<file path="src/rtl/alu_pkg.sv">
`default_nettype none
// ============================================================================
// Module      : alu_pkg
// Description : Shared ALUControl code constants, execution FSM state
//               encoding and default datapath widths. Also imported by the
//               ALU decoder so both sides agree on the code values.
// Revision    : 1.0 - initial release
// ============================================================================
package alu_pkg;

    localparam int c_DEFAULT_WIDTH   = 32;
    localparam int c_DEFAULT_SHAMT_W = 5;

    // ALUControl codes
    localparam logic [3:0] c_ALU_ADD  = 4'b0000;
    localparam logic [3:0] c_ALU_SUB  = 4'b0001;
    localparam logic [3:0] c_ALU_AND  = 4'b0010;
    localparam logic [3:0] c_ALU_OR   = 4'b0011;
    localparam logic [3:0] c_ALU_SLL  = 4'b0100;
    localparam logic [3:0] c_ALU_SLT  = 4'b0101;
    localparam logic [3:0] c_ALU_XOR  = 4'b0110;
    localparam logic [3:0] c_ALU_SRL  = 4'b0111;
    localparam logic [3:0] c_ALU_SLTU = 4'b1000;
    localparam logic [3:0] c_ALU_SRA  = 4'b1111;

    // Execution FSM states
    typedef enum logic [1:0] {
        ST_IDLE  = 2'd0,
        ST_SHIFT = 2'd1,
        ST_DONE  = 2'd2
    } state_t;

    // True for the three codes that go through the bit-serial shifter
    function automatic logic is_shift(input logic [3:0] ctrl);
        return (ctrl == c_ALU_SLL) || (ctrl == c_ALU_SRL) || (ctrl == c_ALU_SRA);
    endfunction

endpackage
`default_nettype wire

</file>
<file path="src/rtl/alu_exec_unit_if.sv">
`default_nettype none
// ============================================================================
// Module      : alu_exec_unit_if
// Description : Operation/result handshake bundle for alu_exec_unit.
//               master : issuing side (drives in_valid, alu_ctrl, src_a,
//                        src_b, flush, out_ready)
//               slave  : execution unit (drives in_ready, out_valid,
//                        result and the zero/neg/carry/overflow/illegal flags)
// Revision    : 1.0 - initial release
// ============================================================================
interface alu_exec_unit_if
    import alu_pkg::*;
#(
    parameter int WIDTH = c_DEFAULT_WIDTH
);

    logic             in_valid;
    logic             in_ready;
    logic [3:0]       alu_ctrl;
    logic [WIDTH-1:0] src_a;
    logic [WIDTH-1:0] src_b;
    logic             flush;
    logic             out_valid;
    logic             out_ready;
    logic [WIDTH-1:0] result;
    logic             zero;
    logic             neg;
    logic             carry;
    logic             overflow;
    logic             illegal;

    modport master (
        output in_valid, alu_ctrl, src_a, src_b, flush, out_ready,
        input  in_ready, out_valid, result, zero, neg, carry, overflow, illegal
    );

    modport slave (
        input  in_valid, alu_ctrl, src_a, src_b, flush, out_ready,
        output in_ready, out_valid, result, zero, neg, carry, overflow, illegal
    );

endinterface
`default_nettype wire

</file>
<file path="src/rtl/alu_comb.sv">
`default_nettype none
// ============================================================================
// Module      : alu_comb
// Description : Single-cycle arithmetic / logic / compare block.
//               Ports: i_ctrl (ALUControl), i_a, i_b (operands),
//                      o_result, o_zero, o_neg, o_carry, o_overflow, o_illegal.
//               Shift codes pass i_a through unchanged: that is the correct
//               answer for a zero shift amount, and non-zero shifts are done
//               serially by the parent.
// Revision    : 1.0 - initial release
// ============================================================================
module alu_comb
    import alu_pkg::*;
#(
    parameter int WIDTH = c_DEFAULT_WIDTH
) (
    input  wire logic [3:0]       i_ctrl,
    input  wire logic [WIDTH-1:0] i_a,
    input  wire logic [WIDTH-1:0] i_b,
    output logic      [WIDTH-1:0] o_result,
    output logic                  o_zero,
    output logic                  o_neg,
    output logic                  o_carry,
    output logic                  o_overflow,
    output logic                  o_illegal
);

    logic [WIDTH:0]   w_sum;
    logic [WIDTH-1:0] w_diff;
    logic             w_a_msb;
    logic             w_b_msb;

    assign w_sum   = {1'b0, i_a} + {1'b0, i_b};
    assign w_diff  = i_a - i_b;
    assign w_a_msb = i_a[WIDTH-1];
    assign w_b_msb = i_b[WIDTH-1];

    always_comb begin
        o_result   = '0;
        o_carry    = 1'b0;
        o_overflow = 1'b0;
        o_illegal  = 1'b0;
        case (i_ctrl)
            c_ALU_ADD: begin
                o_result   = w_sum[WIDTH-1:0];
                o_carry    = w_sum[WIDTH];
                // same-sign operands producing an opposite-sign sum
                o_overflow = (w_a_msb == w_b_msb) && (w_sum[WIDTH-1] != w_a_msb);
            end
            c_ALU_SUB: begin
                o_result   = w_diff;
                // carry is "no borrow"
                o_carry    = (i_a >= i_b);
                o_overflow = (w_a_msb != w_b_msb) && (w_diff[WIDTH-1] != w_a_msb);
            end
            c_ALU_AND:  o_result = i_a & i_b;
            c_ALU_OR:   o_result = i_a | i_b;
            c_ALU_XOR:  o_result = i_a ^ i_b;
            c_ALU_SLT:  o_result = {{(WIDTH-1){1'b0}}, ($signed(i_a) < $signed(i_b))};
            c_ALU_SLTU: o_result = {{(WIDTH-1){1'b0}}, (i_a < i_b)};
            c_ALU_SLL,
            c_ALU_SRL,
            c_ALU_SRA:  o_result = i_a;
            default:    o_illegal = 1'b1;
        endcase
    end

    // Illegal codes leave o_result at zero, so zero=1 / neg=0 falls out here
    assign o_zero = (o_result == '0);
    assign o_neg  = o_result[WIDTH-1];

endmodule
`default_nettype wire

</file>
<file path="src/rtl/alu_exec_unit.sv">
`default_nettype none
// ============================================================================
// Module      : alu_exec_unit
// Description : ALU execution unit with valid/ready handshakes. Single-cycle
//               operations complete one cycle after acceptance; shifts run
//               one bit per cycle (latency shamt+1). Results and flags are
//               held until the consumer takes them. flush aborts any
//               operation; rst overrides everything.
//               Ports: clk, rst (synchronous, active-high),
//                      bus (alu_exec_unit_if.slave): in_valid/in_ready,
//                      alu_ctrl, src_a, src_b, flush, out_valid/out_ready,
//                      result, zero, neg, carry, overflow, illegal.
// Revision    : 1.0 - initial release
// ============================================================================
module alu_exec_unit
    import alu_pkg::*;
#(
    parameter int WIDTH   = c_DEFAULT_WIDTH,
    parameter int SHAMT_W = c_DEFAULT_SHAMT_W
) (
    input  wire logic       clk,
    input  wire logic       rst,
    alu_exec_unit_if.slave  bus
);

    // Registered state
    state_t             r_state;
    logic [3:0]         r_ctrl;
    logic [WIDTH-1:0]   r_sh;
    logic [SHAMT_W-1:0] r_cnt;
    logic [WIDTH-1:0]   r_result;
    logic               r_zero;
    logic               r_neg;
    logic               r_carry;
    logic               r_overflow;
    logic               r_illegal;
    logic               r_out_valid;

    // Next-state values
    state_t             w_state_next;
    logic [3:0]         w_ctrl_next;
    logic [WIDTH-1:0]   w_sh_next;
    logic [SHAMT_W-1:0] w_cnt_next;
    logic [WIDTH-1:0]   w_result_next;
    logic               w_zero_next;
    logic               w_neg_next;
    logic               w_carry_next;
    logic               w_overflow_next;
    logic               w_illegal_next;
    logic               w_out_valid_next;

    // Single-cycle datapath outputs
    logic [WIDTH-1:0]   w_comb_result;
    logic               w_comb_zero;
    logic               w_comb_neg;
    logic               w_comb_carry;
    logic               w_comb_overflow;
    logic               w_comb_illegal;

    logic [SHAMT_W-1:0] w_shamt;
    logic [WIDTH-1:0]   w_sh_step;
    logic               w_accept;

    assign w_shamt  = bus.src_b[SHAMT_W-1:0];
    assign w_accept = bus.in_valid && (r_state == ST_IDLE) && !bus.flush;

    alu_comb #(
        .WIDTH (WIDTH)
    ) u_alu_comb (
        .i_ctrl     (bus.alu_ctrl),
        .i_a        (bus.src_a),
        .i_b        (bus.src_b),
        .o_result   (w_comb_result),
        .o_zero     (w_comb_zero),
        .o_neg      (w_comb_neg),
        .o_carry    (w_comb_carry),
        .o_overflow (w_comb_overflow),
        .o_illegal  (w_comb_illegal)
    );

    // One-bit shift step selected by the latched code
    always_comb begin
        w_sh_step = r_sh;
        case (r_ctrl)
            c_ALU_SLL: w_sh_step = {r_sh[WIDTH-2:0], 1'b0};
            c_ALU_SRL: w_sh_step = {1'b0, r_sh[WIDTH-1:1]};
            c_ALU_SRA: w_sh_step = {r_sh[WIDTH-1], r_sh[WIDTH-1:1]};
            default:   w_sh_step = r_sh;
        endcase
    end

    // Next-state and datapath-load logic
    always_comb begin
        w_state_next     = r_state;
        w_ctrl_next      = r_ctrl;
        w_sh_next        = r_sh;
        w_cnt_next       = r_cnt;
        w_result_next    = r_result;
        w_zero_next      = r_zero;
        w_neg_next       = r_neg;
        w_carry_next     = r_carry;
        w_overflow_next  = r_overflow;
        w_illegal_next   = r_illegal;
        w_out_valid_next = r_out_valid;

        if (bus.flush) begin
            // flush beats a simultaneous in_valid or out_ready
            w_state_next     = ST_IDLE;
            w_out_valid_next = 1'b0;
            w_cnt_next       = '0;
        end else begin
            case (r_state)
                ST_IDLE: begin
                    if (w_accept) begin
                        w_ctrl_next = bus.alu_ctrl;
                        if (is_shift(bus.alu_ctrl) && (w_shamt != '0)) begin
                            w_sh_next    = bus.src_a;
                            w_cnt_next   = w_shamt;
                            w_state_next = ST_SHIFT;
                        end else begin
                            w_result_next    = w_comb_result;
                            w_zero_next      = w_comb_zero;
                            w_neg_next       = w_comb_neg;
                            w_carry_next     = w_comb_carry;
                            w_overflow_next  = w_comb_overflow;
                            w_illegal_next   = w_comb_illegal;
                            w_out_valid_next = 1'b1;
                            w_state_next     = ST_DONE;
                        end
                    end
                end
                ST_SHIFT: begin
                    w_sh_next  = w_sh_step;
                    w_cnt_next = r_cnt - SHAMT_W'(1);
                    // the step taken with one bit remaining is the last one
                    if (r_cnt == SHAMT_W'(1)) begin
                        w_result_next    = w_sh_step;
                        w_zero_next      = (w_sh_step == '0);
                        w_neg_next       = w_sh_step[WIDTH-1];
                        w_carry_next     = 1'b0;
                        w_overflow_next  = 1'b0;
                        w_illegal_next   = 1'b0;
                        w_out_valid_next = 1'b1;
                        w_state_next     = ST_DONE;
                    end
                end
                ST_DONE: begin
                    if (bus.out_ready) begin
                        w_out_valid_next = 1'b0;
                        w_state_next     = ST_IDLE;
                    end
                end
                default: begin
                    w_state_next     = ST_IDLE;
                    w_out_valid_next = 1'b0;
                end
            endcase
        end
    end

    always_ff @(posedge clk) begin
        if (rst) begin
            r_state     <= ST_IDLE;
            r_ctrl      <= '0;
            r_sh        <= '0;
            r_cnt       <= '0;
            r_result    <= '0;
            r_zero      <= 1'b0;
            r_neg       <= 1'b0;
            r_carry     <= 1'b0;
            r_overflow  <= 1'b0;
            r_illegal   <= 1'b0;
            r_out_valid <= 1'b0;
        end else begin
            r_state     <= w_state_next;
            r_ctrl      <= w_ctrl_next;
            r_sh        <= w_sh_next;
            r_cnt       <= w_cnt_next;
            r_result    <= w_result_next;
            r_zero      <= w_zero_next;
            r_neg       <= w_neg_next;
            r_carry     <= w_carry_next;
            r_overflow  <= w_overflow_next;
            r_illegal   <= w_illegal_next;
            r_out_valid <= w_out_valid_next;
        end
    end

    assign bus.in_ready  = (r_state == ST_IDLE);
    assign bus.out_valid = r_out_valid;
    assign bus.result    = r_result;
    assign bus.zero      = r_zero;
    assign bus.neg       = r_neg;
    assign bus.carry     = r_carry;
    assign bus.overflow  = r_overflow;
    assign bus.illegal   = r_illegal;

endmodule
`default_nettype wire

</file>
<file path="src/flat_wrapper.sv">
// flat-port wrapper written by rule: the top's interface ports become plain ports
module alu_exec_unit_flat import alu_pkg::*;
#(
    parameter int WIDTH   = c_DEFAULT_WIDTH,
    parameter int SHAMT_W = c_DEFAULT_SHAMT_W
)
  (clk, rst, bus_in_valid, bus_alu_ctrl, bus_src_a, bus_src_b, bus_flush, bus_out_ready, bus_in_ready, bus_out_valid, bus_result, bus_zero, bus_neg, bus_carry, bus_overflow, bus_illegal);
  alu_exec_unit_if #(.WIDTH(WIDTH)) bus_i ();
  input  wire logic clk;
  input  wire logic rst;
  input wire logic [$bits(bus_i.in_valid)-1:0] bus_in_valid;
  input wire logic [$bits(bus_i.alu_ctrl)-1:0] bus_alu_ctrl;
  input wire logic [$bits(bus_i.src_a)-1:0] bus_src_a;
  input wire logic [$bits(bus_i.src_b)-1:0] bus_src_b;
  input wire logic [$bits(bus_i.flush)-1:0] bus_flush;
  input wire logic [$bits(bus_i.out_ready)-1:0] bus_out_ready;
  output wire logic [$bits(bus_i.in_ready)-1:0] bus_in_ready;
  output wire logic [$bits(bus_i.out_valid)-1:0] bus_out_valid;
  output wire logic [$bits(bus_i.result)-1:0] bus_result;
  output wire logic [$bits(bus_i.zero)-1:0] bus_zero;
  output wire logic [$bits(bus_i.neg)-1:0] bus_neg;
  output wire logic [$bits(bus_i.carry)-1:0] bus_carry;
  output wire logic [$bits(bus_i.overflow)-1:0] bus_overflow;
  output wire logic [$bits(bus_i.illegal)-1:0] bus_illegal;
  assign bus_i.in_valid = bus_in_valid;
  assign bus_i.alu_ctrl = bus_alu_ctrl;
  assign bus_i.src_a = bus_src_a;
  assign bus_i.src_b = bus_src_b;
  assign bus_i.flush = bus_flush;
  assign bus_i.out_ready = bus_out_ready;
  assign bus_in_ready = bus_i.in_ready;
  assign bus_out_valid = bus_i.out_valid;
  assign bus_result = bus_i.result;
  assign bus_zero = bus_i.zero;
  assign bus_neg = bus_i.neg;
  assign bus_carry = bus_i.carry;
  assign bus_overflow = bus_i.overflow;
  assign bus_illegal = bus_i.illegal;
  alu_exec_unit #(.WIDTH(WIDTH), .SHAMT_W(SHAMT_W)) u_core (.clk(clk), .rst(rst), .bus(bus_i));
endmodule
</file>
<file path="config.mk">
export PLATFORM = sky130hd
export DESIGN_NAME = alu_exec_unit_flat
export DESIGN_NICKNAME = d
export VERILOG_FILES = /design/src/rtl/alu_pkg.sv /design/src/rtl/alu_exec_unit_if.sv /design/src/rtl/alu_comb.sv /design/src/rtl/alu_exec_unit.sv /design/src/flat_wrapper.sv
export SDC_FILE = /design/constraint.sdc
export NUM_CORES = 1
export LEC_CHECK = 0
export CAP_MARGIN = 30
export CORE_AREA = 5 5 156 158
export DETAILED_ROUTE_END_ITERATION = 12
export DIE_AREA = 0 0 161 163
export PLACE_DENSITY_LB_ADDON = 0.25
export SYNTH_ARGS = -nofsm -noshare
export SYNTH_HDL_FRONTEND = slang
export SYNTH_SLANG_ARGS = --single-unit
</file>
<file path="constraint.sdc">
create_clock -name clk -period 5.9 [get_ports clk]
set_clock_uncertainty 0.1 [all_clocks]
set_input_delay 1.18 -clock clk [delete_from_list [all_inputs] [get_ports clk]]
set_output_delay 1.18 -clock clk [all_outputs]
set_load 0.01 [all_outputs]
</file>
==> results.txt <==
The flow ran to the end, and the final reports show no timing, DRC or antenna violations. After routing, the total negative slack on setup checks comes to 0 ns. The final global-route overflow total is 0. For the fraction of the yosys area taken by sequential cells, the log shows 0.159.

The highest cell delay on the worst timing path works out to 0.61 ns. The clock drives 80 sinks. The logs give 112 for the number of top-level design ports and 0 for the residual DRC count.

The filler cells instantiated in the layout total 2,329. Summing all multi-input logic gate instances after layout gives 7670 sq um. The run gives 0.438 as the effective utilization at floorplan.

The register area was 1600 sq um; the arithmetic-cell share of the synthesized area counting full adders, half adders and majority gates was 0.148. Internal power comes to 0.00132 W. For the share of power burned in the clock network, the log shows 0.328. Measured along the x axis, the die boundary spans 161 microns. From synthesis to final layout, the design area changed by 19.0%. The logs give 0 for the number of antenna violations at the first check in global routing and 148 uV for the peak supply drop. Measured in cells, the most critical reg-to-reg path has a length of 12.

The post-place instance area was 11,600 sq um; the count of mapped cells out of synthesis was 1,443. After synthesis, the largest family of logic cells by area is compound AO/OA/AOI/OAI gates. During synthesis, Yosys emitted a total of 0 warnings.

In this run, the number of DRC markers left after iteration 0 of detailed routing was 1,061. The longest clock path from root to sink contains 2 buffers. The first global-routing pass estimated 62,900 microns of wire. The synthesized area per cell came out at 6.97 sq um. For the final number of hold-violating endpoints, the log shows 0. For this design, the slowest cell found on the critical path is sky130_fd_sc_hd__clkdlybuf4s50_1. Summed over all nets, the switching power comes to 0.000758 W. The synthesized-area fraction occupied by ao, oa, aoi and oai cells was 0.355; the clock transition at the registers of the reported paths was 0.06 ns. The via count of the first global-routing pass is 10,800.

The diode insertion count for antenna repair is 0, and the number of nets in the finished design is 1,714. The setup slack of the critical path after layout is 0.432 ns, and the worst reg-to-reg setup slack is 1.78 ns. Detailed-router iteration count before antenna repair: 6.

The floorplan has 56 rows. The number of buffers inserted during clock tree synthesis was 9; the pin slew with the least headroom to its limit was 0.982 ns. For the combinational share of power, the log shows 0.397.

The number of storage elements in the synthesis netlist is 80. The tools report the clock latency reported for the late side of the worst-skew pair as 0.34 ns. Count of buffers from port buffering: 111. The library cells used most frequently in the layout, excluding fill and tap cells, are sky130_fd_sc_hd__nor2_1, sky130_fd_sc_hd__a21oi_1, sky130_fd_sc_hd__ha_1.

After detailed routing, the average wire length per cell comes to 22.8 microns. The worst setup path is of the primary input to flip-flop kind. TritonCTS built the clock tree. Buffers inserted to repair hold after CTS numbered 0.

The portion of total power attributed to sequential cells came out at 0.276. The logs give 0 for the number of setup violations in the final report and 0 for the number of max-cap violations. Data on the critical path arrives at its endpoint at 5.63 ns. The share of the cycle needed by the critical path after routing is 0.927, and the residual antenna-violating net count after detailed routing is 0. For the worst setup path, the data required time is 6.06 ns. Before CTS, the worst setup slack after placement is 0.170 ns. The hold slack came out at 0.365 ns. The tools report the category of the worst setup path capture point as a flip-flop.

The post-route cell area was 12,000 sq um; the mux share of post-synthesis cell area was 0.0149. The overall die area came out at 26,200 sq um. The tools report the number of pins with negative max-slew slack in the final report as 0.

The number of nets handed over by synthesis was 1,634. The run gives 72 as the maximum number of pins on one net before global-route repair. The final layout contains routed wiring with a total length of 41,500 microns.

Share of async-settable or async-resettable flops after synthesis: 0. The tree is rooted in a sky130_fd_sc_hd__clkbuf_16. Among all flip-flop cells after synthesis, the most frequent one is sky130_fd_sc_hd__dfxtp_1.

Of all nets on the critical path, the largest fanout is 3. The logs give 11,700 for the count of vias placed by the detailed router and 0 for the post-cts gate resize count. The most frequent standard cell in the layout excluding fill and tap cells is sky130_fd_sc_hd__nor2_1. The worst hold path passes through 2 cells. After layout, the minimum clock period comes to 5.47 ns.

The synthesized-area fraction occupied by and/or/nand/nor cells was 0.231; the total setup buffers inserted after CTS was 0. Summed over all cells, the static leakage comes to 4.87 nW. In this run the number of H-tree levels came out at 3.

The logs give 23,000 sq um for the core region area and 0.340 for the remaining max-slew budget at the tightest pin. Setup repair after global routing left no endpoint under its margin. The critical path goes through clkdlybuf4s50_1, inv_1, ha_1, fa_1, o21bai_1, a2111oi_0, o41ai_1, a211oi_1, o21a_1, o311a_1, a21oi_1, xnor2_1, a221oi_1, or4b_1, o31ai_1. Derived from the worst setup path, the maximum achievable clock frequency is 183 MHz.

Detailed placement finished with a half-perimeter wire length of 32,600 microns. Global-route total usage across every layer: 0.304. The routed via count divided by cell count is 6.43, and the total power per unit cell area is 173 nW/um^2.

The global placer's final weighted congestion is 0.992, and the number of synthesized flops with an enable pin is 0. The path class of the tightest hold or removal check is flip-flop to flip-flop. The share of final-layout standard cells stronger than drive strength 1 is 0.0707, and the combined area of all synthesized cells is 10,100 sq um. The tools report the type of origin of the critical path as a primary input.

The switching part of the total power is 0.365. From bottom edge to top edge, the die measures 163 microns. The synthesized netlist contains 83 unique library cells. The post-synthesis share of cell area spent on xor and xnor gates was 0.00958.
-- final timing paths --
path                       startpoint             endpoint
setup / recovery         bus_src_a[0]      u_core.bus.zero
hold reg to reg   u_core.bus.overflow  u_core.bus.overflow
setup reg to reg    u_core.r_state[1]      u_core.bus.zero
hold / removal    u_core.bus.overflow  u_core.bus.overflow
-- state kept, by name, indices dropped and copies added, names as in the netlist --
name                  cells
u_core.bus.carry          1
u_core.bus.illegal        1
u_core.bus.out_valid      1
u_core.bus.overflow       1
u_core.bus.result        32
u_core.bus.zero           1
u_core.r_cnt              5
u_core.r_ctrl             4
u_core.r_sh              32
u_core.r_state            2
-- logic make-up after synthesis --
kind of cell | after synthesis
XOR/XNOR | 11
buffers and inverters | 209
adder cells (fa/ha/maj) | 118
AND/OR/NAND/NOR | 479
multiplexers | 15
AO/OA/AOI/OAI | 531
flip-flops | 80
-- cell type report --
type | instances | area share
timing repair buffer | 173 | 0.131
multi-input combinational | 1154 | 0.641
clock buffer | 12 | 0.0223
inverter | 105 | 0.0329
sequential | 80 | 0.134
tap | 290 | 0.0303
clock inverter | 4 | 0.00826
-- per-stage QoR --
stage          instances  total power (W)  utilization
2_1_floorplan       1443          0.00107            -
3_3_place_gp        1802          0.00138        0.505
5_1_grt             1818          0.00217        0.521
6_report            1818          0.00207        0.521
4_1_cts             1818          0.00206        0.521
3_5_place_dp        1802          0.00139        0.505
-- worst max-delay path: cells and delay by family --
| kind | cells | cell delay [ns] |
|---|---|---|
| buffers and inverters | 2 | 0.71 |
| AO/OA/AOI/OAI | 9 | 2.56 |
| adder cells (fa/ha/maj) | 2 | 0.61 |
| XOR/XNOR | 1 | 0.09 |
| AND/OR/NAND/NOR | 1 | 0.48 |
-- routing by layer --
metal	wire [microns]	track usage	up-vias
met5	0	0	-
met4	2700	0.169	0
met3	3730	0.0673	124
met2	17900	0.470	597
met1	17200	0.392	5494
li1	-	-	5477
-- cell usage after synthesis (5+ instances only) --
library cell / n / area share
sky130_fd_sc_hd__nor4_1: 12 / 0.0075
sky130_fd_sc_hd__o22ai_1: 16 / 0.010
sky130_fd_sc_hd__nor4b_1: 7 / 0.0061
sky130_fd_sc_hd__nand3_1: 35 / 0.017
sky130_fd_sc_hd__or3_1: 8 / 0.0050
sky130_fd_sc_hd__nand2b_1: 13 / 0.0081
sky130_fd_sc_hd__a21oi_1: 167 / 0.083
sky130_fd_sc_hd__or2_2: 7 / 0.0044
sky130_fd_sc_hd__o2111ai_1: 6 / 0.0052
sky130_fd_sc_hd__inv_1: 104 / 0.039
sky130_fd_sc_hd__o21bai_1: 15 / 0.011
sky130_fd_sc_hd__o211ai_1: 16 / 0.012
sky130_fd_sc_hd__o21a_1: 14 / 0.010
sky130_fd_sc_hd__nor3_1: 43 / 0.021
sky130_fd_sc_hd__o41ai_1: 6 / 0.0052
sky130_fd_sc_hd__nand3b_1: 5 / 0.0037
sky130_fd_sc_hd__and3_1: 12 / 0.0075
sky130_fd_sc_hd__buf_1: 11 / 0.0041
sky130_fd_sc_hd__nand4_1: 19 / 0.012
sky130_fd_sc_hd__a221oi_1: 33 / 0.029
sky130_fd_sc_hd__ha_1: 116 / 0.14
sky130_fd_sc_hd__and2_1: 8 / 0.0050
sky130_fd_sc_hd__nor2b_1: 16 / 0.010
sky130_fd_sc_hd__a22o_1: 25 / 0.022
sky130_fd_sc_hd__a211oi_1: 53 / 0.040
sky130_fd_sc_hd__o31ai_1: 11 / 0.0082
sky130_fd_sc_hd__o21ai_0: 69 / 0.034
sky130_fd_sc_hd__mux2i_1: 15 / 0.015
sky130_fd_sc_hd__or4_1: 8 / 0.0060
sky130_fd_sc_hd__a222oi_1: 6 / 0.0060
sky130_fd_sc_hd__a211o_1: 5 / 0.0044
sky130_fd_sc_hd__xnor2_1: 10 / 0.0087
sky130_fd_sc_hd__a2111oi_0: 6 / 0.0052
sky130_fd_sc_hd__nor2_1: 187 / 0.070
sky130_fd_sc_hd__buf_2: 9 / 0.0045
sky130_fd_sc_hd__a31oi_1: 9 / 0.0056
sky130_fd_sc_hd__a22oi_1: 17 / 0.013
sky130_fd_sc_hd__clkbuf_1: 79 / 0.029
sky130_fd_sc_hd__a21o_1: 11 / 0.0082
sky130_fd_sc_hd__nand2_1: 79 / 0.029
sky130_fd_sc_hd__dfxtp_1: 80 / 0.16
-- power by group through the flow --
stage	sequential, W	clock [W]	combinational, W
after floorplan	0.000582	0	0.000483
after global routing	0.000573	0.000709	0.000888
final	0.000572	0.000679	0.000822
after detailed placement	0.000583	0	0.000803
after CTS	0.000571	0.000687	0.000807
after global placement	0.000583	0	0.000800
Note: power is estimated with default switching activity, not from simulation.
